==> config.mk <==
export PLATFORM = sky130hd
export DESIGN_NAME = tinybmat_issue_flat
export DESIGN_NICKNAME = d
export VERILOG_FILES = /design/src/rtl/tinybmat_pkg.sv /design/src/rtl/tinybmat_if.sv /design/src/rtl/tinybmat_fifo.sv /design/src/rtl/tinybmat_issue.sv /design/src/flat_wrapper.sv
export SDC_FILE = /design/constraint.sdc
export NUM_CORES = 1
export LEC_CHECK = 0
export ABC_CLOCK_PERIOD_IN_PS = 10200
export CORE_AREA = 2 2 236 238
export CTS_BUF_LIST = sky130_fd_sc_hd__clkbuf_16
export CTS_CLUSTER_DIAMETER = 40
export CTS_CLUSTER_SIZE = 8
export DETAILED_ROUTE_END_ITERATION = 6
export DIE_AREA = 0 0 238 240
export PLACE_DENSITY = 0.74
export SKIP_CTS_REPAIR_TIMING = 1
export SLEW_MARGIN = 20
export SYNTH_ARGS = -nofsm -noshare
export SYNTH_HDL_FRONTEND = slang
export SYNTH_HIERARCHICAL = 1
export SYNTH_SLANG_ARGS = --single-unit
==> constraint.sdc <==
create_clock -name clock -period 10.2 [get_ports clock]
set_input_delay 1.02 -clock clock [delete_from_list [all_inputs] [get_ports clock]]
set_output_delay 1.02 -clock clock [all_outputs]
set_load 0.02 [all_outputs]
==> src/rtl/tinybmat_pkg.sv <==
// Shared definitions for the tinybmat issue front-end.
//  - default operand/result width, tag width and FIFO depth
//  - request record layout {xor, rs1, rs2, tag}, tag in the LSBs
//  - issue FSM state encoding
package tinybmat_pkg;

  localparam int unsigned XLEN_DEF  = 64;
  localparam int unsigned TAGW_DEF  = 5;
  localparam int unsigned DEPTH_DEF = 4;

  typedef enum logic [1:0] {
    ST_SYNC = 2'd0,
    ST_IDLE = 2'd1,
    ST_WAIT = 2'd2
  } state_t;

  // Request record field placement, derived from the actual widths.
  function automatic int unsigned req_w(input int unsigned xlen, input int unsigned tagw);
    return 1 + 2 * xlen + tagw;
  endfunction

  function automatic int unsigned rs2_lsb(input int unsigned tagw);
    return tagw;
  endfunction

  function automatic int unsigned rs1_lsb(input int unsigned xlen, input int unsigned tagw);
    return tagw + xlen;
  endfunction

  function automatic int unsigned xor_bit(input int unsigned xlen, input int unsigned tagw);
    return tagw + 2 * xlen;
  endfunction

endpackage

==> src/rtl/tinybmat_if.sv <==
// Bus bundles of the tinybmat issue front-end.
//  tinybmat_core_if : core request (valid/ready) and result (valid/ready) channels.
//    master = core, slave = issue block.
//  tinybmat_unit_if : start/busy/done pulse protocol of the bit-matrix unit.
//    master = issue block, slave = unit.
interface tinybmat_core_if #(
  parameter int unsigned XLEN = tinybmat_pkg::XLEN_DEF,
  parameter int unsigned TAGW = tinybmat_pkg::TAGW_DEF
);
  logic            in_valid;
  logic            in_ready;
  logic            in_xor;
  logic [XLEN-1:0] in_rs1;
  logic [XLEN-1:0] in_rs2;
  logic [TAGW-1:0] in_tag;
  logic            out_valid;
  logic            out_ready;
  logic [XLEN-1:0] out_rd;
  logic [TAGW-1:0] out_tag;

  modport master (
    output in_valid, in_xor, in_rs1, in_rs2, in_tag, out_ready,
    input  in_ready, out_valid, out_rd, out_tag
  );
  modport slave (
    input  in_valid, in_xor, in_rs1, in_rs2, in_tag, out_ready,
    output in_ready, out_valid, out_rd, out_tag
  );
endinterface

interface tinybmat_unit_if #(
  parameter int unsigned XLEN = tinybmat_pkg::XLEN_DEF
);
  logic            bm_start;
  logic            bm_xoren;
  logic [XLEN-1:0] bm_rs1;
  logic [XLEN-1:0] bm_rs2;
  logic            bm_busy;
  logic            bm_done;
  logic [XLEN-1:0] bm_rd;

  modport master (
    output bm_start, bm_xoren, bm_rs1, bm_rs2,
    input  bm_busy, bm_done, bm_rd
  );
  modport slave (
    input  bm_start, bm_xoren, bm_rs1, bm_rs2,
    output bm_busy, bm_done, bm_rd
  );
endinterface

==> src/rtl/tinybmat_fifo.sv <==
// Request FIFO for the tinybmat issue front-end.
//  clock/resetn          : clock, asynchronous active-low reset
//  push_valid/push_ready : write handshake, push_ready = !full
//  push_data             : record written on push
//  pop_valid/pop_ready   : read handshake, pop_valid = !empty
//  pop_data              : head record, valid from the edge it was written
// Pointers carry one extra MSB so full and empty are distinguishable.
module tinybmat_fifo #(
  parameter int unsigned WIDTH = 8,
  parameter int unsigned DEPTH = 4
) (
  input  logic             clock,
  input  logic             resetn,
  input  logic             push_valid,
  output logic             push_ready,
  input  logic [WIDTH-1:0] push_data,
  output logic             pop_valid,
  input  logic             pop_ready,
  output logic [WIDTH-1:0] pop_data
);
  localparam int unsigned AW = $clog2(DEPTH);

  logic [WIDTH-1:0] mem [DEPTH];
  logic [AW:0]      wptr;
  logic [AW:0]      rptr;
  logic             full;
  logic             empty;
  logic             do_push;
  logic             do_pop;

  assign full       = (wptr[AW] != rptr[AW]) && (wptr[AW-1:0] == rptr[AW-1:0]);
  assign empty      = (wptr == rptr);
  assign push_ready = !full;
  assign pop_valid  = !empty;
  assign pop_data   = mem[rptr[AW-1:0]];
  // Full blocks a push even when a pop happens in the same cycle.
  assign do_push    = push_valid && !full;
  assign do_pop     = pop_ready && !empty;

  always_ff @(posedge clock or negedge resetn) begin
    if (!resetn) begin
      wptr <= '0;
      rptr <= '0;
    end else begin
      if (do_push) wptr <= wptr + 1'b1;
      if (do_pop)  rptr <= rptr + 1'b1;
    end
  end

  always_ff @(posedge clock) begin
    if (do_push) mem[wptr[AW-1:0]] <= push_data;
  end

endmodule

==> src/rtl/tinybmat_issue.sv <==
// Issue front-end for the multicycle bit-matrix unit.
//  clock/resetn : clock, asynchronous active-low reset
//  core         : request channel in (in_*), result channel out (out_*)
//  unit         : registered start pulse + operands out, busy/done/rd in
//  err          : sticky protocol error (stray bm_done, or issue while busy)
// One operation in flight at most; the result slot holds each result
// until the core takes it.
module tinybmat_issue
  import tinybmat_pkg::*;
#(
  parameter int unsigned XLEN  = XLEN_DEF,
  parameter int unsigned DEPTH = DEPTH_DEF,
  parameter int unsigned TAGW  = TAGW_DEF
) (
  input  logic            clock,
  input  logic            resetn,
  tinybmat_core_if.slave  core,
  tinybmat_unit_if.master unit,
  output logic            err
);
  localparam int unsigned REQ_W   = req_w(XLEN, TAGW);
  localparam int unsigned RS2_LSB = rs2_lsb(TAGW);
  localparam int unsigned RS1_LSB = rs1_lsb(XLEN, TAGW);
  localparam int unsigned XOR_BIT = xor_bit(XLEN, TAGW);

  state_t           state;
  logic             rdy_en;
  logic             fifo_ready;
  logic             head_valid;
  logic             issue;
  logic             slot_free;
  logic [REQ_W-1:0] in_rec;
  logic [REQ_W-1:0] head;
  logic [TAGW-1:0]  cur_tag;

  assign in_rec        = {core.in_xor, core.in_rs1, core.in_rs2, core.in_tag};
  // in_ready stays low until the first edge after reset.
  assign core.in_ready = rdy_en && fifo_ready;
  assign slot_free     = !core.out_valid || core.out_ready;
  assign issue         = (state == ST_IDLE) && head_valid && slot_free;

  tinybmat_fifo #(
    .WIDTH (REQ_W),
    .DEPTH (DEPTH)
  ) u_fifo (
    .clock      (clock),
    .resetn     (resetn),
    .push_valid (core.in_valid && rdy_en),
    .push_ready (fifo_ready),
    .push_data  (in_rec),
    .pop_valid  (head_valid),
    .pop_ready  (issue),
    .pop_data   (head)
  );

  always_ff @(posedge clock or negedge resetn) begin
    if (!resetn) begin
      state          <= ST_SYNC;
      rdy_en         <= 1'b0;
      cur_tag        <= '0;
      err            <= 1'b0;
      core.out_valid <= 1'b0;
      core.out_rd    <= '0;
      core.out_tag   <= '0;
      unit.bm_start  <= 1'b0;
      unit.bm_xoren  <= 1'b0;
      unit.bm_rs1    <= '0;
      unit.bm_rs2    <= '0;
    end else begin
      rdy_en        <= 1'b1;
      unit.bm_start <= 1'b0;
      unit.bm_xoren <= 1'b0;
      unit.bm_rs1   <= '0;
      unit.bm_rs2   <= '0;

      if (core.out_valid && core.out_ready) core.out_valid <= 1'b0;

      // A done strobe outside WAIT is flagged and otherwise ignored.
      if (unit.bm_done && (state != ST_WAIT)) err <= 1'b1;

      case (state)
        // Waits out an operation the unit may still be running from
        // before this block was reset.
        ST_SYNC: begin
          if (!unit.bm_busy) state <= ST_IDLE;
        end
        ST_IDLE: begin
          if (issue) begin
            unit.bm_start <= 1'b1;
            unit.bm_xoren <= head[XOR_BIT];
            unit.bm_rs1   <= head[RS1_LSB +: XLEN];
            unit.bm_rs2   <= head[RS2_LSB +: XLEN];
            cur_tag       <= head[TAGW-1:0];
            state         <= ST_WAIT;
            if (unit.bm_busy) err <= 1'b1;
          end
        end
        ST_WAIT: begin
          if (unit.bm_done) begin
            core.out_rd    <= unit.bm_rd;
            core.out_tag   <= cur_tag;
            core.out_valid <= 1'b1;
            state          <= ST_IDLE;
          end
        end
        default: state <= ST_SYNC;
      endcase
    end
  end

endmodule

==> src/flat_wrapper.sv <==
// flat-port wrapper written by rule: the top's interface ports become plain ports
module tinybmat_issue_flat import tinybmat_pkg::*;
#(
  parameter int unsigned XLEN  = XLEN_DEF,
  parameter int unsigned DEPTH = DEPTH_DEF,
  parameter int unsigned TAGW  = TAGW_DEF
)
  (clock, resetn, err, core_in_valid, core_in_xor, core_in_rs1, core_in_rs2, core_in_tag, core_out_ready, core_in_ready, core_out_valid, core_out_rd, core_out_tag, unit_bm_start, unit_bm_xoren, unit_bm_rs1, unit_bm_rs2, unit_bm_busy, unit_bm_done, unit_bm_rd);
  tinybmat_core_if #(.XLEN(XLEN), .TAGW(TAGW)) core_i ();
  tinybmat_unit_if #(.XLEN(XLEN)) unit_i ();
  input  logic clock;
  input  logic resetn;
  output logic err;
  input wire logic [$bits(core_i.in_valid)-1:0] core_in_valid;
  input wire logic [$bits(core_i.in_xor)-1:0] core_in_xor;
  input wire logic [$bits(core_i.in_rs1)-1:0] core_in_rs1;
  input wire logic [$bits(core_i.in_rs2)-1:0] core_in_rs2;
  input wire logic [$bits(core_i.in_tag)-1:0] core_in_tag;
  input wire logic [$bits(core_i.out_ready)-1:0] core_out_ready;
  output wire logic [$bits(core_i.in_ready)-1:0] core_in_ready;
  output wire logic [$bits(core_i.out_valid)-1:0] core_out_valid;
  output wire logic [$bits(core_i.out_rd)-1:0] core_out_rd;
  output wire logic [$bits(core_i.out_tag)-1:0] core_out_tag;
  output wire logic [$bits(unit_i.bm_start)-1:0] unit_bm_start;
  output wire logic [$bits(unit_i.bm_xoren)-1:0] unit_bm_xoren;
  output wire logic [$bits(unit_i.bm_rs1)-1:0] unit_bm_rs1;
  output wire logic [$bits(unit_i.bm_rs2)-1:0] unit_bm_rs2;
  input wire logic [$bits(unit_i.bm_busy)-1:0] unit_bm_busy;
  input wire logic [$bits(unit_i.bm_done)-1:0] unit_bm_done;
  input wire logic [$bits(unit_i.bm_rd)-1:0] unit_bm_rd;
  assign core_i.in_valid = core_in_valid;
  assign core_i.in_xor = core_in_xor;
  assign core_i.in_rs1 = core_in_rs1;
  assign core_i.in_rs2 = core_in_rs2;
  assign core_i.in_tag = core_in_tag;
  assign core_i.out_ready = core_out_ready;
  assign core_in_ready = core_i.in_ready;
  assign core_out_valid = core_i.out_valid;
  assign core_out_rd = core_i.out_rd;
  assign core_out_tag = core_i.out_tag;
  assign unit_bm_start = unit_i.bm_start;
  assign unit_bm_xoren = unit_i.bm_xoren;
  assign unit_bm_rs1 = unit_i.bm_rs1;
  assign unit_bm_rs2 = unit_i.bm_rs2;
  assign unit_i.bm_busy = unit_bm_busy;
  assign unit_i.bm_done = unit_bm_done;
  assign unit_i.bm_rd = unit_bm_rd;
  tinybmat_issue #(.XLEN(XLEN), .DEPTH(DEPTH), .TAGW(TAGW)) u_core (.clock(clock), .resetn(resetn), .core(core_i), .unit(unit_i), .err(err));
endmodule
Word-level counts from Yosys, hierarchy flattened
Memory sizes are Yosys's and may differ from the RTL's.
Cells that the tools add are included.
{"block": "word_totals", "ff_bits": 215, "latch_bits": 0, "ram_bits": 536, "romBits": 0, "input_bits": 204, "output_inout_bits": 202, "wordCells": 63, "n_memories": 1}
{"memory": "u_core.u_fifo.mem", "depth": 4, "word_bits": 134, "rd": 1, "rd_clocked_by_memory_dff": 0, "wr": 1, "line_no": "tinybmat_fifo.sv:23", "text": "logic [WIDTH-1:0] mem [DEPTH];"}
{"block": "op_classes", "add_sub_neg": 2, "n_mul": 0, "div_mod_pow": 0, "order_cmp": 0, "n_eq_ne": 9, "n_shift": 0, "muxes": 21, "bitwise": 0, "n_reduce_logical": 17}
{"operator": "2-to-1 mux 64 bit", "n": 4}
{"operator": "2-to-1 mux 1 bit", "n": 13}
{"operator": "logical AND 1 bit", "n": 9}
{"operator": "inequality test 2 bit (second input constant)", "n": 4}
{"operator": "adder 3 x 1 -> 3 bit (second input constant)", "n": 2}
{"operator": "2-to-1 mux 2 bit", "n": 3}
{"operator": "case mux 2 bit (3 select lines)", "n": 1}
{"operator": "AND reduction 2 bit", "n": 2}
{"operator": "== test 3 bit", "n": 1}
{"operator": "logical NOT 1 bit", "n": 3}
{"operator": "AND reduction 3 bit", "n": 1}
{"operator": "== test 2 x 1 -> 1 bit (second input constant)", "n": 1}
{"operator": "== test 2 bit", "n": 1}
{"operator": "== test 2 bit (second input constant)", "n": 1}
{"operator": "logical NOT 2 bit", "n": 1}
{"operator": "logical OR 1 bit", "n": 1}
{"operator": "inequality test 1 bit", "n": 1}

Longest topological paths before layout
{"block": "logic_depth", "word_depth": 6, "mapped_depth": 8, "ltp_nobuf": 6}

Cells and area by module
The synthesis kept the hierarchy.
{"mod": "tinybmat_fifo", "n_inst": 1, "cells_per_inst": 747, "area_per_inst_um2": 19792.7, "seq_area_each_um2": 16245.6}
{"mod": "tinybmat_issue", "n_inst": 1, "cells_per_inst": 451, "area_per_inst_um2": 7149.4, "seq_area_each_um2": 5230.0}

Worst setup path after synthesis
Ideal clock, no wire load.
{"block": "synth_path", "kind": "input port to flip-flop", "start": "in core_in_valid", "end": "mem u_core/u_fifo/mem[3][0] (netlist name) (enable)", "setup_ns": 0.513, "t_arrival_ns": 4.466, "required_ns": 9.687, "path_slack_ns": 5.221, "stages": 2, "path_buffers": 0, "cell_sequence": "and2_1 > o311a_1"}
{"block": "synth_via", "elab_chain_len": 4}
{"element": "from (decl)", "line_no": "flat_wrapper.sv:14", "text": "input wire logic [$bits(core_i.in_valid)-1:0] core_in_valid;"}
{"element": "logical AND 1 bit", "line_no": "tinybmat_issue.sv:48", "text": ".push_valid (core.in_valid && rdy_en),"}
{"element": "logical AND 1 bit", "line_no": "tinybmat_fifo.sv:37", "text": "assign do_push = push_valid && !full;"}
{"element": "2-to-1 mux 1 bit", "line_no": "tinybmat_fifo.sv:51", "text": "if (do_push) mem[wptr[AW-1:0]] <= push_data;"}
{"element": "2-to-1 mux 1 bit (not written as such)", "line_no": "tinybmat_fifo.sv:51"}
{"element": "to (decl)", "line_no": "tinybmat_fifo.sv:23"}
No other way between the ends.

Worst setup path after layout
{"block": "layout_path", "start": "reg u_core.u_fifo.rptr[0]", "end": "out core_in_ready"}
{"block": "layout_via", "elab_chain_len": 4}
{"element": "from (decl)", "line_no": "tinybmat_fifo.sv:25", "text": "logic [AW:0] rptr;"}
{"element": "from (signal assigned)", "line_no": "tinybmat_fifo.sv:46", "text": "if (do_pop) rptr <= rptr + 1'b1;"}
{"element": "== test 2 bit", "line_no": "tinybmat_fifo.sv:31", "text": "assign full = (wptr[AW] != rptr[AW]) && (wptr[AW-1:0] == rptr[AW-1:0]);"}
{"element": "logical AND 1 bit", "line_no": "tinybmat_fifo.sv:31"}
{"element": "logical NOT 1 bit", "line_no": "tinybmat_fifo.sv:33", "text": "assign push_ready = !full;"}
{"element": "named net u_core.fifo_ready", "line_no": "tinybmat_issue.sv:28", "text": "logic fifo_ready;"}
{"element": "logical AND 1 bit", "line_no": "tinybmat_issue.sv:38", "text": "assign core.in_ready = rdy_en && fifo_ready;"}
{"element": "to (decl)", "line_no": "flat_wrapper.sv:20", "text": "output wire logic [$bits(core_i.in_ready)-1:0] core_in_ready;"}
The timed path passes the listed nets, and every way through them passes these cells.

==> run_results.csv <==
group,metric,value,unit
outcome,status,"finished clean",
route,drtIter0Drc,805,
setup_path,r2r-start,"u_core/u_fifo/rptr[0]",
grt,gr-usage-met2,0.3294,
route,route.detailed.vias_per_inst,5.240,
power_and_ir_drop,cellPowerDensity,299.8,nW/µm²
synth,synthAdderAreaFrac,0.002322,
place,detailedPlacementHpwl,33.21,mm
place,pre_cts_ws,6.400,ns
power_and_ir_drop,max-vdd-ir-drop,0.0001771,V
layout,multi_input_area,5127,µm²
min_path,timing.hold.worst.class,"in -> async",
timing,rsz0062_at_grt,"false",
synth,synth.largest_area_cell,"sky130_fd_sc_hd__edfxtp_1",
grt,grt_first_pass_wirelength,85.33,mm
route,vias,13005,
synth,async_set_or_reset_flop_fraction_in_the_synthesized_netlist,0.2863,
timing,hold_viol,0,
die,dieHeight,240,µm
timing,period_minus_slack,4.144,ns
setup_path,critical_path_peak_fanout,44,
setup_path,worstPathRequired,9.18,ns
die,core_area,54660,µm²
grt,grt_max_degree,97,
timing,finalClockSkew,0.02995,ns
synth,synthesis.instances,1198,
synth,synth_enable_flop_cells,536,
synth,synthTopCellsByCount,"536 x sky130_fd_sc_hd__edfxtp_1, 215 x sky130_fd_sc_hd__dfrtp_1, 134 x sky130_fd_sc_hd__mux4_2",
synth,yosys.area_share.simple,0.03492,
grt,met1_track_demand_over_resource_in_global_routing,0.2566,
cts,tritoncts_clock_tree,"built",
grt,grt-ovfl-total,0,
timing,fmax,241.3,MHz
setup_path,worst_ep_arrival_time,3.12,ns
synth,synth_compound_area_frac,0.004969,
synth,synth_most_common_cell,"sky130_fd_sc_hd__edfxtp_1",
synth,largest_family_of_logic_cells_by_synthesized_area,"multiplexers",
timing,finalSetupViolCount,0,
cts,cts.clk_slew.worst_paths,0.05,ns
timing,timing.final.max_slew_violations,0,
die,initial_core_util,0.4929,
timing,max_slew.worst_pin.slew,0.9740,ns
layout,final_cell_area,35060,µm²
die,floorplan.die_area,57120,µm²
route,drc,0,
timing,final_worst_path_cycle_share,0.4063,
run,drv_cap,0,
synth,ys_top_cells_by_area,"sky130_fd_sc_hd__edfxtp_1 60%, sky130_fd_sc_hd__dfrtp_1 20%, sky130_fd_sc_hd__mux4_2 11%",
setup_path,worstSetupStartpointType,"register",
grt,use_met3,0.06693,
layout,final_layout_size_suffix_gt1_frac,0.2091,
route,wl_per_cell,23.07,µm
cts,cts-root-buf,"sky130_fd_sc_hd__clkbuf_16",
cts,worstSkewPairLatency,0.65,ns
synth,synth.top_cell.area_share,0.5974,
synth,synth.cell_area,26940,µm²
synth,synth_cell_type_count,39,
place,placement.cell_area,31700,µm²
timing,slew_headroom,0.3507,
setup_path,reg2reg_depth,5,
cts,tritoncts_num_sinks,751,
setup_path,worst-setup-path-type,"reg -> out",
synth,dominant_register_cell_in_the_synthesized_netlist,"sky130_fd_sc_hd__edfxtp_1",
power_and_ir_drop,p_leak,12.85,nW
die,die-width,238,µm
synth,synth-xor-area-share,0.002879,
grt,gr-usage-all-layers,0.2027,
setup_path,reg2reg_setup_slack,6.49,ns
cts,cts_max_path_buffers,3,
timing,setup_ws,6.056,ns
layout,nNetsFinal,1890,
route,route.antenna.remaining_nets,0,
grt,grt_antenna_before_repair,15,
die,floorplan.rows,86,
synth,yosys-mux-area-fraction,0.1440,
layout,fill_cells,3720,
synth,synth_nets,1407,
grt,gr-max-usage-layer,"met2",
cts,numCtsBuffers,113,
route,detail_route.first_pass.iterations,6,
synth,yosys_warnings,6,
setup_path,timing.critical_path.to_type,"primary output",
synth,synth-seq-area-share,0.7971,
timing,fin_worst_hold_slack,0.4318,ns
cts,cts_htree_levels,3,
synth,avgSynthCellArea,22.49,µm²
die,io_pins,406,
grt,first_global_vias,14002,
place,routability_congestion,0.7162,
setup_path,timing.rr.end,"u_core/cur_tag[1]",
layout,syn_to_final_growth,30.13,%
place,place.port_buffers,405,
timing,setup_tns_final,0,ns
layout,final-seq-area,21480,µm²
route,postRouteWirelength,57.25,mm
synth,synth-seq-cells,751,
## power by group
group	leakage (nW)	internal (mW)	total, mW	switching [mW]
clock	1.89	2.08	3.34	1.26
combinational	3.33	1.48	2.90	1.42
sequential	7.63	3.94	4.27	0.326
## flip-flops by register name, indices dropped and copies added (netlist names)
register,flops
u_core/cur_tag,5
u_core/core.out_tag,5
u_core/u_fifo/mem,536
u_core/unit.bm_rs2,64
u_core/core.out_valid,1
u_core/u_fifo/wptr,3
u_core/core.out_rd,64
u_core/state,2
u_core/rdy_en,1
u_core/unit.bm_rs1,64
u_core/u_fifo/rptr,3
u_core/unit.bm_xoren,1
u_core/err,1
u_core/unit.bm_start,1
## cells by family after synthesis
logic type	after synthesis
flops	751
mux	209
simple gates	149
buf+inv	58
compound gates	17
xor+xnor	8
fa+ha+maj	5
other cells	1
## worst max-delay path by stage
stage | from | end | slack [ns] | depth (start not counted)
2_1_floorplan | core_in_valid | u_core/u_fifo/mem[3][0] | 5.22 | 2
3_3_place_gp | u_core/u_fifo/rptr[0] | u_core/cur_tag[4] | 6.43 | 5
3_5_place_dp | u_core/u_fifo/rptr[0] | u_core/cur_tag[4] | 6.40 | 5
4_1_cts | u_core/u_fifo/rptr[0] | core_in_ready | 5.91 | 4
5_1_grt | u_core/u_fifo/rptr[0] | core_in_ready | 5.79 | 4
6_report | u_core/u_fifo/rptr[0] | core_in_ready | 6.06 | 4
## area by class of cell
cell class	instances	area share
Antenna cell	4	0.0002855
Clock buffer	115	0.08208
Clock inverter	93	0.01349
Inverter	6	0.0006424
Multi-Input combinational cell	389	0.1463
Sequential cell	751	0.6128
Tap cell	704	0.02512
Timing Repair Buffer	420	0.1193
## routing by layer
layer | routed length [µm] | up-vias
met2 | 28340 | 469
met5 | 165 | -
li1 | - | 5707
met4 | 1258 | 24
met1 | 22800 | 6697
met3 | 4683 | 108
## placed cells by master (no fill, tap or decap), drive strengths merged
cell	count
inv	77
mux2i	1
clkinv	17
a221o	1
xor2	4
o311a	1
nand3b	1
buf	16
a41o	1
dfrtp	215
ha	5
or3	3
mux2	74
clkbuf	115
and2	131
edfxtp	536
o21ai	1
diode	4
mux4	134
a21oi	4
bufinv	3
and3	3
o2111ai	1
nand2	3
nand3	2
o31ai	4
nand2b	4
clkdlybuf4s50	404
conb	1
clkinvlp	2
a211oi	2
o21bai	1
a21o	1
and4	2
xnor2	4
## worst max-delay path: stages (launching register included)
cell,delay (ns)
sky130_fd_sc_hd__dfrtp_4,1.00
sky130_fd_sc_hd__xor2_2,0.30
sky130_fd_sc_hd__or3_4,0.46
sky130_fd_sc_hd__and2_1,0.17
sky130_fd_sc_hd__clkdlybuf4s50_1,0.56
## stage by stage
step / power [mW] / util / std cells
finish: 10.51 / 0.6414 / 2482
global route: 10.99 / 0.6413 / 2480
CTS: 10.66 / 0.6412 / 2478
detailed placement: 7.267 / 0.5799 / 2270
global placement: 7.211 / 0.5799 / 2270
floorplan: 6.031 / - / 1198
No activity file was read; power rests on OpenSTA's default activity.
